`src/rtl/cpu_pkg.sv`:
```
// Shared definitions for the MIPS32 core and its program loader:
// loader state encoding, output decode, opcodes and instruction builder.
package cpu_pkg;

    localparam int MEM_WORDS = 1024;

    typedef enum logic [2:0] {
        ST_IDLE = 3'd0,
        ST_HDR0 = 3'd1,
        ST_HDR1 = 3'd2,
        ST_DATA = 3'd3,
        ST_CSUM = 3'd4,
        ST_RUN  = 3'd5,
        ST_ERR  = 3'd6
    } state_t;

    localparam logic [5:0] OP_ALU  = 6'h00;
    localparam logic [5:0] OP_ADDI = 6'h0A;
    localparam logic [5:0] OP_HLT  = 6'h07;

    typedef struct packed {
        logic ready;
        logic busy;
        logic run;
        logic err;
    } flags_t;

    function automatic flags_t state_flags(input state_t s);
        flags_t f;
        f       = '0;
        f.ready = (s == ST_HDR0) || (s == ST_HDR1) || (s == ST_DATA) || (s == ST_CSUM);
        f.busy  = f.ready;
        f.run   = (s == ST_RUN);
        f.err   = (s == ST_ERR);
        return f;
    endfunction

    function automatic logic [31:0] mk_itype(input logic [5:0] op, input logic [4:0] rs,
                                             input logic [4:0] rt, input logic [15:0] imm);
        return {op, rs, rt, imm};
    endfunction

endpackage

```
`src/rtl/byte_packer.sv`:
```
// Assembles little-endian bytes into 32-bit words and emits a one-cycle
// write strobe with the word and its address after the fourth byte.
module byte_packer #(
    parameter int ADDR_W = 10
) (
    input  logic              clk,
    input  logic              rst_n,
    input  logic              clear,
    input  logic              en,
    input  logic [7:0]        din,
    input  logic [ADDR_W-1:0] addr_in,
    output logic              lane_last,
    output logic              we_p1,
    output logic [ADDR_W-1:0] addr_p1,
    output logic [31:0]       word_p1
);

    logic [1:0]      lane_p0;
    logic [2:0][7:0] bytes_p0;

    assign lane_last = (lane_p0 == 2'd3);

    // p0: byte capture into lanes 0..2
    always_ff @(posedge clk or negedge rst_n) begin
        if (!rst_n) begin
            lane_p0  <= '0;
            bytes_p0 <= '0;
        end else if (clear) begin
            lane_p0 <= '0;
        end else if (en) begin
            case (lane_p0)
                2'd0:    bytes_p0[0] <= din;
                2'd1:    bytes_p0[1] <= din;
                2'd2:    bytes_p0[2] <= din;
                default: ;
            endcase
            lane_p0 <= lane_p0 + 2'd1;
        end
    end

    // p1: lane-3 byte completes the word; strobe lasts exactly one cycle
    always_ff @(posedge clk or negedge rst_n) begin
        if (!rst_n) begin
            we_p1   <= 1'b0;
            addr_p1 <= '0;
            word_p1 <= '0;
        end else begin
            we_p1 <= en && lane_last;
            if (en && lane_last) begin
                addr_p1 <= addr_in;
                word_p1 <= {din, bytes_p0[2], bytes_p0[1], bytes_p0[0]};
            end
        end
    end

endmodule

```
`src/rtl/prog_loader.sv`:
```
// Framed byte-stream program loader: header/word-count check, word writes
// into instruction memory, XOR checksum, then releases the core.
module prog_loader
    import cpu_pkg::*;
#(
    parameter int ADDR_W = 10
) (
    input  logic              clk,
    input  logic              rst_n,
    input  logic              start,
    input  logic              s_valid,
    input  logic [7:0]        s_byte,
    output logic              s_ready,
    output logic              mem_we,
    output logic [ADDR_W-1:0] mem_addr,
    output logic [31:0]       mem_wdata,
    output logic              cpu_run,
    output logic              busy,
    output logic              err
);

    localparam logic [16:0]   N_MAX = 17'd1 << ADDR_W;
    localparam logic [ADDR_W:0] WCNT_ONE = (ADDR_W+1)'(1);

    state_t          state;
    flags_t          flags;
    logic [7:0]      acc;
    logic [7:0]      cnt_lo;
    logic [15:0]     n_words;
    logic [ADDR_W:0] wcnt;
    logic [15:0]     n_hdr;
    logic            xfer;
    logic            clear;
    logic            n_ok;
    logic            last_word;
    logic            lane_last;

    assign {s_ready, busy, cpu_run, err} = flags;

    assign xfer      = s_valid && flags.ready;
    assign clear     = start && ((state == ST_IDLE) || (state == ST_RUN) || (state == ST_ERR));
    assign n_hdr     = {s_byte, cnt_lo};
    assign n_ok      = (n_hdr != 16'd0) && (17'(n_hdr) <= N_MAX);
    assign last_word = (17'(wcnt) + 17'd1) == 17'(n_words);

    always_ff @(posedge clk or negedge rst_n) begin
        if (!rst_n) begin
            state   <= ST_IDLE;
            flags   <= '0;
            acc     <= '0;
            cnt_lo  <= '0;
            n_words <= '0;
            wcnt    <= '0;
        end else begin
            case (state)
                ST_IDLE, ST_RUN, ST_ERR: begin
                    if (start) begin
                        state <= ST_HDR0;
                        flags <= state_flags(ST_HDR0);
                        acc   <= '0;
                        wcnt  <= '0;
                    end
                end
                ST_HDR0: begin
                    if (xfer) begin
                        cnt_lo <= s_byte;
                        acc    <= acc ^ s_byte;
                        state  <= ST_HDR1;
                        flags  <= state_flags(ST_HDR1);
                    end
                end
                ST_HDR1: begin
                    if (xfer) begin
                        n_words <= n_hdr;
                        acc     <= acc ^ s_byte;
                        state   <= n_ok ? ST_DATA : ST_ERR;
                        flags   <= state_flags(n_ok ? ST_DATA : ST_ERR);
                    end
                end
                ST_DATA: begin
                    if (xfer) begin
                        acc <= acc ^ s_byte;
                        if (lane_last) begin
                            wcnt <= wcnt + WCNT_ONE;
                            if (last_word) begin
                                state <= ST_CSUM;
                                flags <= state_flags(ST_CSUM);
                            end
                        end
                    end
                end
                ST_CSUM: begin
                    if (xfer) begin
                        state <= (s_byte == acc) ? ST_RUN : ST_ERR;
                        flags <= state_flags((s_byte == acc) ? ST_RUN : ST_ERR);
                    end
                end
                default: begin
                    state <= ST_IDLE;
                    flags <= state_flags(ST_IDLE);
                end
            endcase
        end
    end

    byte_packer #(.ADDR_W(ADDR_W)) u_packer (
        .clk      (clk),
        .rst_n    (rst_n),
        .clear    (clear),
        .en       (xfer && (state == ST_DATA)),
        .din      (s_byte),
        .addr_in  (wcnt[ADDR_W-1:0]),
        .lane_last(lane_last),
        .we_p1    (mem_we),
        .addr_p1  (mem_addr),
        .word_p1  (mem_wdata)
    );

endmodule

```
`config.mk`:
```
export PLATFORM = sky130hd
export DESIGN_NAME = prog_loader
export DESIGN_NICKNAME = d
export VERILOG_FILES = /design/src/rtl/cpu_pkg.sv /design/src/rtl/byte_packer.sv /design/src/rtl/prog_loader.sv
export SDC_FILE = /design/constraint.sdc
export NUM_CORES = 1
export LEC_CHECK = 0
export ABC_AREA = 1
export BUFFER_PORTS_ARGS = -buffer_cell sky130_fd_sc_hd__buf_2
export CAP_MARGIN = 20
export CORE_MARGIN = 2
export CORE_UTILIZATION = 47
export CTS_CLUSTER_SIZE = 8
export DETAILED_ROUTE_END_ITERATION = 7
export PLACE_DENSITY = 0.68
export SLEW_MARGIN = 20
export SYNTH_ARGS = -nofsm -noshare
export SYNTH_HDL_FRONTEND = slang
export SYNTH_HIERARCHICAL = 1
export SYNTH_SLANG_ARGS = --single-unit
```
`constraint.sdc`:
```
create_clock -name clk -period 2.05 [get_ports clk]
set_input_delay 0.1025 -clock clk [delete_from_list [all_inputs] [get_ports clk]]
set_output_delay 0.1025 -clock clk [all_outputs]
set_load 0.02 [all_outputs]
```
; After elaboration in Yosys (flattened, before gate mapping)
; Cells that the tools add are included.
[totals]
ff_bits = 119
latch_bits = 0
ramBits = 0
romBits = 0
output_inout_bits = 47
wordCells = 109
n_memories = 0
[op_classes]
add_sub_neg = 3
mul = 0
div = 0
n_lt_le_gt_ge = 1
n_eq_ne = 31
shift = 0
mux = 27
bitwise_logic = 2
n_reduce_logical = 29
[op_table]
columns = operator, n
row1 = $mux W11, 3
row2 = $mux W4, 7
row3 = $eq A3 B3 Y1 const B, 9
row4 = $mux W3, 8
row5 = $pmux W11 S2, 1
row6 = $pmux W4 S5, 1
row7 = $eq A3 B2 Y1 const B, 6
row8 = $eq A12 B16 Y1, 1
row9 = $le A16 B11 Y1 const B, 1
row10 = $mux W8, 2
row11 = $pmux W8 S2, 1
row12 = $reduce_bool A16 Y1, 1
row13 = $pmux W3 S5, 1
row14 = $add A11 B1 Y12 const B, 1
row15 = $ne A2 B2 Y1 const B, 6
row16 = $reduce_and A3 Y1, 4
row17 = $add A11 B1 Y11 const B, 1
row18 = $eq A3 B1 Y1 const B, 3
row19 = $eq A8 B8 Y1, 1
row20 = $logic_or A1 B1 Y1, 8
row21 = $xor A8 B8 Y8, 1
row22 = $reduce_and A7 Y1, 1
row23 = $mux W2, 3
row24 = $reduce_bool A2 Y1, 3
row25 = other kinds (11), 19

; Depth between registers and ports, before layout
; Gate-level depths: netlist (run 1).
[logic_depth]
word_depth = 9
ltp_mapped = 16

; Cells and area by module
; Netlist (run 1), hierarchy kept.
[modules_own_cells]
columns = module, n_inst, cells_per_inst, area_each_um2, seq_area_each_um2
row1 = byte_packer, 1, 303, 2762.6, 1726.7
row2 = prog_loader, 1, 364, 2748.9, 1226.2

; Worst setup path before layout (run 1)
; Ideal clock, no wire load.
[synth_path]
path_type = flip-flop to flip-flop
startpoint = reg wcnt[0]
endpoint = reg flags (netlist bit s_ready)
setup_ns = 0.117
arrival_ns = 1.615
slack_ns = 0.318
path_stages_with_launch = 14
path_buffers = 0
cell_sequence = dfrtp_1 ha_1 nand2_1 clkinv_1 nand3_1 nand2_1 nand3b_1 nand3_1 nor2_2 nand2_2 nand2_4 nand2_4 nand2_1 nand2_1
[synth_via]
elab_chain_len = 4
[synth_rtl]
columns = item, line
row1 = start: declaration, prog_loader.sv:30  ; logic [ADDR_W:0] wcnt;
row2 = start signal: assignment, prog_loader.sv:84  ; wcnt <= wcnt + WCNT_ONE;
row3 = $add A11 B1 Y12, prog_loader.sv:44  ; assign last_word = (17'(wcnt) + 17'd1) == 17'(n_words);
row4 = $eq A12 B16 Y1, prog_loader.sv:44
row5 = $ne A2 B2 Y1 (no line), -
row6 = $reduce_and A7 Y1 (no line), -
row7 = end signal: assignment, prog_loader.sv:59  ; flags <= state_flags(ST_HDR0);
row8 = end signal: assignment, prog_loader.sv:69  ; flags <= state_flags(ST_HDR1);
row9 = end signal: assignment, prog_loader.sv:77  ; flags <= state_flags(n_ok ? ST_DATA : ST_ERR);
row10 = end: declaration, prog_loader.sv:26  ; flags_t flags;
; Every way passes these cells.
; A chain may end at the register's enable or synchronous reset.

; Final worst setup path (run 1)
[layout_path]
startpoint = reg wcnt[1]
endpoint = reg state[0]
[layout_via]
elab_chain_len = 4
[layout_rtl]
columns = item, line
row1 = $add A11 B1 Y12, prog_loader.sv:44
row2 = $eq A12 B16 Y1, prog_loader.sv:44
row3 = $ne A2 B2 Y1 (no line), -
row4 = $reduce_and A7 Y1 (no line), -
row5 = end signal: assignment, prog_loader.sv:76  ; state <= n_ok ? ST_DATA : ST_ERR;
row6 = end signal: assignment, prog_loader.sv:94  ; state <= (s_byte == acc) ? ST_RUN : ST_ERR;
row7 = end: declaration, prog_loader.sv:25  ; state_t state;
; Every way passes these cells.

==> impl_summary.txt, run 1 <==
----------------------------------------------------
[Run status]
  Run status ... complete, no violations

[Yosys]
  Largest family of logic cells by synthesized area ... simple AND/OR/NAND/NOR gates
  Most common flop cell mapped by yosys ... sky130_fd_sc_hd__dfrtp_1
  Synth Area in Compound Gates ... under 10%
  Xor and xnor area share after synthesis ... under 10%
  Share of the yosys chip area belonging to registers ... between 50% and 60%
  Simple-gate share of the synthesized area ... 31.3%
  Post-synth top area share ... roughly 54%
  Cell accounting for the most synthesized area ... sky130_fd_sc_hd__dfrtp_1
  FFs w/ async S/R, synth ... between 90% and 100%
  Number of synthesized register bits ... roughly 120
  Arithmetic-cell share of the synthesized area counting full adders, half adders and majority gates ... under 10%
  Mux cell area share after synthesis ... between 1 and 1.5%
  Synthesized area ... 0.00551 mm^2
  Synthesized Nets ... around 700
  Synth unique cells ... 28
  Warnings from Yosys ... 6
  Largest cells by area after synthesis ... sky130_fd_sc_hd__dfrtp_1 54%, sky130_fd_sc_hd__nand2_1 19%, sky130_fd_sc_hd__inv_1 3.7%
  Synthesized area divided by synthesized cell count ... 8.26 um^2
  Number of synthesized flops with an enable pin ... 0
  Cells after Synth ... around 670

[CTS]
  Number of sinks driven by the clock tree ... about 120
  H-Tree Depth ... 4
  Clock Root Buffer ... sky130_fd_sc_hd__clkbuf_16
  Clock latency reported for the late side of the worst-skew pair ... between 400 and 500 ps
  Clock tree from TritonCTS ... yes
  Number of buffers on the longest clock path ... 2
  Cts bufs inserted ... 17
  CTS clk-pin slew, worst paths ... roughly 60 ps

[Final layout]
  Final core utilization ... between 50% and 60%
  Antenna Diode Count ... 0
  Nets ... between 700 and 800
  Most frequent standard cell in the layout excluding fill and tap cells ... sky130_fd_sc_hd__nand2_1
  Multi-input combinational cell area ... approximately 0.0022 mm^2
  Count of filler cells inserted in the layout ... 1015
  Storage element area ... a little under 0.003 mm^2
  Highest-count cells in the layout ignoring fill and taps ... 280 x sky130_fd_sc_hd__nand2_1, 116 x sky130_fd_sc_hd__dfrtp_1, 57 x sky130_fd_sc_hd__buf_2, 54 x sky130_fd_sc_hd__inv_1, 34 x sky130_fd_sc_hd__nand3_1
  Ratio of cells with drive above 1 in the final layout ... approximately a fifth
  Signed area change from the synthesized netlist to the final layout ... 20.6%

[STA]
  Clock period minus final worst setup slack ... 1900 ps
  Number of endpoints failing setup at the final stage ... 0
  Summed negative setup slack over all endpoints ... 0 ps
  Fin Hold WS ... around 26 ps
  Final count of pins violating max slew ... 0
  RSZ-0062 raised after global routing ... true
  Number of failing hold endpoints at the final stage ... 0
  Normalized max-slew margin ... 70.5%
  Final clock skew ... 7.68 ps
  Share of the clock period used by the worst path after layout ... 92.6%
  Worst Max-Slew Pin Slew ... approximately 440 ps
  Max Clk Rate ... approximately 0.53 GHz

[Drt]
  First drt pass iteration count ... 5
  Average routed wire per standard cell ... approximately 14 um
  Residual DRC ... 0
  Antenna Nets Post-Route ... 0
  Total Routed Length ... 12300 um
  Via count normalized by instance count ... 5.09
  Count of vias placed by the detailed router ... 4568
  Drt first-iter violations ... 271

[Worst setup path]
  Kind of end point of the critical path ... flip-flop
  Critical Path End ... state[0]
  Reg-to-Reg Start ... wcnt[1]
  Worst EP arrival ... 2190 ps
  Worst setup path startpoint ... wcnt[1]
  Worst setup slack for register-to-register paths ... roughly 150 ps
  Category of the worst setup path launch point ... flip-flop
  R2R Path End ... state[0]
  Worst-case reg-to-reg path depth ... 14
  Critical path required time ... around 2400 ps
  Maximum fanout count along the critical path ... 7
  Category of the critical setup timing path ... flip-flop to flip-flop

[Global routing]
  Via count of the first global-routing pass ... ~4600
  Antenna violations before repair ... 0
  Global-route wire length before repair ... around 22000 um
  Total global routing track utilization ... roughly a fifth
  Aggregate global routing overflow ... 0
  Pin count of the biggest net entering global routing ... 53

[Flow run]
  # Max-Cap Violations ... 0

[Floorplan]
  Effective utilization at floorplan ... about 48%
  Rows ... 39
  Std-Cell Core Area ... 0.0114 mm^2
  Vertical extent of the die ... roughly 110 um
  Die Span X ... 112 um
  Die footprint ... 0.0126 mm^2
  Boundary pin count ... 59

[Power]
  Power Density ... between 1000 and 1500 mW/mm^2
  Peak supply drop ... around 0.0006 V
  Total leakage power ... between 3 and 4 nW

[Placement]
  Gpl congestion ... just under 1
  Port Buffer Count ... 58
  Hpwl dp ... between 8000 and 9000 um

[Hold path]
  Type of the tightest min-delay check ... primary input to flip-flop
  Worst hold path startpoint ... s_byte[5]

----------------------------------------------------
-- final cells by class --
class                   count  area share, %
multi-input cells         465           33.8
inverters                  61           3.45
clock inverters            12           1.58
repair buffers             78           7.15
flip-flops and latches    118           44.5
well taps                 143           2.69
clock buffers              20           6.87
-- flip-flops by register name, summed over array words and instances (netlist names) --
register,count
s_ready,1
u_packer/lane_p0,2
acc,8
u_packer/we_p1,1
wcnt,11
cnt_lo,8
u_packer/addr_p1,10
cpu_run,1
u_packer/word_p1,32
state,3
u_packer/bytes_p0,24
n_words,16
err,1
-- metrics by stage --
step,worst slack [ps],instance area (um^2),total power [mW],cells
floorplan,318,5510,4.50,667
global placement,176,5970,4.92,858
detailed placement,96.7,5970,5.00,858
CTS,87.8,6560,7.81,893
global route,-42.6,6650,8.29,897
finish,151,6650,7.78,897
-- power by group --
part	internal (mW)	leakage, nW	switching (mW)
Sequential	2.79	1.59	0.320
Combinational	0.722	1.80	1.19
Clock	1.72	0.264	1.04
Total	5.23	3.66	2.55
-- what timing repair did --
action	CTS	global route
setup endpoints to repair	0	19
setup buffers	0	4
hold buffers	3	0
resized for setup	0	17
endpoints found under the hold margin	95	0
-- cells by family (layout without fill, tap and decap cells) --
logic type                 Yosys count  count (layout)
and+or+nand+nor                    400             400
DFF                                118             118
buffers and inverters               84             171
AOI/OAI and AO/OA                   45              45
xor gates and xnor gates             9               9
muxes                                6               6
adders and majority gates            5               5
-- critical path, stage by stage (launching register included) --
cell and delay, ps:
sky130_fd_sc_hd__dfrtp_2 440, sky130_fd_sc_hd__ha_4 280, sky130_fd_sc_hd__nand2_1 50, sky130_fd_sc_hd__nand2_1 60, sky130_fd_sc_hd__nand2_1 50, sky130_fd_sc_hd__nor2_1 110
sky130_fd_sc_hd__nand2_1 80, sky130_fd_sc_hd__nor2_2 120, sky130_fd_sc_hd__nand3_2 70, sky130_fd_sc_hd__nor2_2 120, sky130_fd_sc_hd__nand2_2 80, sky130_fd_sc_hd__nand2_4 120
sky130_fd_sc_hd__nand2_4 90, sky130_fd_sc_hd__nand2_2 70, sky130_fd_sc_hd__nand2_1 50
-- Yosys cell counts, types with 2 or more instances --
| library cell | count |
|---|---|
| sky130_fd_sc_hd__nand2_1 | 285 |
| sky130_fd_sc_hd__buf_2 | 10 |
| sky130_fd_sc_hd__nor3_1 | 3 |
| sky130_fd_sc_hd__ha_1 | 5 |
| sky130_fd_sc_hd__nand3b_1 | 5 |
| sky130_fd_sc_hd__buf_4 | 7 |
| sky130_fd_sc_hd__inv_2 | 4 |
| sky130_fd_sc_hd__nor2_1 | 27 |
| sky130_fd_sc_hd__clkinv_1 | 2 |
| sky130_fd_sc_hd__nand4_1 | 30 |
| sky130_fd_sc_hd__a21oi_1 | 2 |
| sky130_fd_sc_hd__o22ai_1 | 8 |
| sky130_fd_sc_hd__o21ai_0 | 32 |
| sky130_fd_sc_hd__clkbuf_1 | 4 |
| sky130_fd_sc_hd__nand2_2 | 5 |
| sky130_fd_sc_hd__nand3_1 | 38 |
| sky130_fd_sc_hd__nand2_4 | 3 |
| sky130_fd_sc_hd__xnor2_1 | 9 |
| sky130_fd_sc_hd__inv_1 | 55 |
| sky130_fd_sc_hd__dfrtp_1 | 118 |
| sky130_fd_sc_hd__mux2_2 | 6 |
| sky130_fd_sc_hd__buf_6 | 2 |
| sky130_fd_sc_hd__nor2_8 | 2 |
-- worst min-delay path by stage --
stage,to,cells past startpoint
floorplan,acc[0],0
global placement,u_packer/word_p1[27],1
detailed placement,u_packer/addr_p1[0],1
CTS,u_packer/word_p1[29],3
global route,u_packer/word_p1[29],3
finish,u_packer/word_p1[29],3
-- metal layers --
layer | GRT usage [%] | part of all wire, % | vias up
li1 | - | - | 2273
met1 | 28.4 | 46 | 2158
met2 | 33.7 | 48 | 123
met3 | 5.78 | 5.2 | 14
met4 | 7.97 | 1.2 | 0
met5 | 0 | 0 | -
(Power assumes the default switching activity.)
==> run 2, diff against run 1 <==
==> constraint.sdc (replaced) <==
create_clock -name clk -period 2.05 [get_ports clk]
set_input_delay 0.205 -clock clk [delete_from_list [all_inputs] [get_ports clk]]
set_output_delay 0.205 -clock clk [all_outputs]
set_load 0.02 [all_outputs]
==> run 2 against run 1 <==
Against the previous run:
- power up 4.8%
- count of clock-buffer cells in the layout increased by 3
- clock skew barely moved
- combinational power about the same
- non-clock buffer count fell by 2
- critical path depth shrank 1
- sequential cell count did not move
- hold slack improved by 100 ps
- die area did not move
- via count grew 1.9%
- global-route usage grew 0.099 points
- highest routed layer unchanged
==> impl_summary.txt, run 2 (same netlist as run 1, synthesis figures left out) <==
----------------------------------------------------
[STA]
  Max Clk Rate ... ~0.51 GHz
  Worst Max-Slew Pin Slew ... 629 ps
  Post-layout worst setup margin ... 104 ps
  Share of the clock period used by the worst path after layout ... between 90% and 100%
  Number of failing hold endpoints at the final stage ... 0
  Final clock skew ... slightly above 8 ps
  Summed negative setup slack over all endpoints ... 0 ps
  Number of endpoints failing setup at the final stage ... 0
  Normalized max-slew margin ... approximately three fifths
  Final count of pins violating max slew ... 0
  Clock period minus final worst setup slack ... about 2000 ps
  RSZ-0062 raised after global routing ... true

[Worst setup path]
  Worst-case reg-to-reg path depth ... 13
  Kind of end point of the critical path ... flip-flop
  Maximum fanout count along the critical path ... 7
  Highest cell delay on the worst timing path ... ~520 ps
  Critical path required time ... between 2000 and 2500 ps
  Critical path's slowest cell ... sky130_fd_sc_hd__dfrtp_1
  Category of the critical setup timing path ... flip-flop to flip-flop
  Series of cell instances along the critical path ... nand2_1 > nor2_1 > nand3_1 > nand2_1 > nand2_1 > nand2_1 > nand2_1 > nor2_2 > nand2_2 > nand2_4 > nand2_4 > nand2_1 > nand2_1
  Worst EP arrival ... about 2200 ps
  Category of the worst setup path launch point ... flip-flop
  Library cell appearing most often on the critical path ... sky130_fd_sc_hd__nand2_1

[Power]
  Peak supply drop ... approximately 0.00057 V
  P_int ... between 5 and 6 mW
  Total leakage power ... 3.71 nW
  P_sw ... about 2.5 mW
  Seq pwr share ... 38.2%
  Combinational power share ... between 20% and 30%
  Net switching share of the total power ... 31.0%
  Power Density ... between 1000 and 1500 mW/mm^2
  Portion of total power attributed to the clock network ... between 30% and 40%

[Final layout]
  Number of flip-flops in the largest register ... 32
  Final core utilization ... slightly below 60%
  Signed area change from the synthesized netlist to the final layout ... 22.9%
  Register with the most flip-flops ... u_packer/word_p1
  Post-Layout Inst Area ... around 0.0068 mm^2
  Most frequent standard cell in the layout excluding fill and tap cells ... sky130_fd_sc_hd__nand2_1
  Highest-count cells in the layout ignoring fill and taps ... 279 x sky130_fd_sc_hd__nand2_1, 115 x sky130_fd_sc_hd__dfrtp_1, 57 x sky130_fd_sc_hd__buf_2, 54 x sky130_fd_sc_hd__inv_1, 32 x sky130_fd_sc_hd__o21ai_0
  Largest registers in the final layout ... u_packer/word_p1 (32), u_packer/bytes_p0 (24), n_words (16)
  Antenna Diode Count ... 0
  Nets ... 757
  Count of non-filler cells in the finished layout ... around 900
  Ratio of cells with drive above 1 in the final layout ... about 21%

[Placement]
  Setup slack at placement ... 102 ps
  Gpl congestion ... approximately 0.92
  Dpl cell area ... about 0.0060 mm^2
  # placed instances ... ~860
  Port Buffer Count ... 58
  Hpwl dp ... 8320 um

[Drt]
  Average routed wire per standard cell ... between 10 and 15 um
  First drt pass iteration count ... 5
  Count of vias placed by the detailed router ... around 4700
  Residual DRC ... 0
  Via count normalized by instance count ... between 5 and 6
  Antenna Nets Post-Route ... 0
  Drt first-iter violations ... just over 300
  Total Routed Length ... about 13000 um

[CTS]
  H-Tree Depth ... 4
  Clock Root Buffer ... sky130_fd_sc_hd__clkbuf_16
  Clock tree from TritonCTS ... yes
  CTS clk-pin slew, worst paths ... roughly 50 ps
  Number of buffers on the longest clock path ... 2
  Cts bufs inserted ... 17
  Clock latency reported for the late side of the worst-skew pair ... 410 ps
  Number of sinks driven by the clock tree ... ~120

[Floorplan]
  Vertical extent of the die ... approximately 110 um
  Die footprint ... approximately 0.013 mm^2
  Boundary pin count ... between 50 and 60
  Std-Cell Core Area ... between 0.01 and 0.015 mm^2
  Die Span X ... roughly 110 um
  Effective utilization at floorplan ... between 40% and 50%
  Rows ... 39

[Global routing]
  Global-route wire length before repair ... 21700 um
  Via count of the first global-routing pass ... roughly 4600
  Antenna violations before repair ... 0
  Aggregate global routing overflow ... 0
  Pin count of the biggest net entering global routing ... about 120
  Total global routing track utilization ... a little over a fifth

[Hold path]
  Type of the tightest min-delay check ... primary input to flip-flop
  Hold depth ... 3

[Run status]
  Run status ... complete, no violations

[Flow run]
  # Max-Cap Violations ... 0

----------------------------------------------------
[run 2: final timing paths]
check,start,endpoint,slack (ps)
worst max-delay path,wcnt[7],state[2],100
worst min register to register,u_packer/word_p1[11],u_packer/word_p1[11],470
min in group asynchronous,rst_n,u_packer/word_p1[27],430
worst min-delay path,s_byte[5],u_packer/word_p1[29],130
max in group asynchronous,rst_n,state[2],1140
worst max register to register,wcnt[7],state[2],100
[run 2: layout make-up]
type / count / area (um^2)
fill: 1021 / 4650
sequential: 118 / 2960
multi-input combinational: 466 / 2310
clock buffer: 23 / 478
timing repair buffer: 76 / 463
inverter: 61 / 233
tap: 143 / 179
clock inverter: 9 / 148
[run 2: critical path: cells and delay by family (launching register included)]
family,cells,cell delay (ps)
flops,1,520
simple gates,13,1300
[run 2: through the flow]
stage / hold slack, ps / total power [mW]
after floorplan: -90.6 / 4.50
after global placement: 344 / 4.93
after detailed placement: 352 / 5.00
after CTS: 120 / 8.16
after global routing: 127 / 8.64
final: 129 / 8.15
[run 2: timing repair]
action                     4_1_cts  5_1_grt
setup buffers                    0        5
gates resized for setup          0       32
hold endpoints to repair       118        0
hold buffers                     1        0
setup endpoints to repair        0       19
[run 2: per-layer routing]
metal / GRT usage (%) / share of wire (%)
met4: 6.02 / 1.1
met1: 28.4 / 44
met2: 35.1 / 50
met3: 5.62 / 4.7
met5: 0 / 0
[run 2: power groups by stage]
stage / clock (mW) / sequential (mW) / combinational [mW]
2_1_floorplan: 0 / 3.07 / 1.43
3_5_place_dp: 0 / 3.13 / 1.87
4_1_cts: 3.16 / 3.11 / 1.89
5_1_grt: 3.29 / 3.16 / 2.20
3_3_place_gp: 0 / 3.11 / 1.82
6_report: 3.13 / 3.11 / 1.91
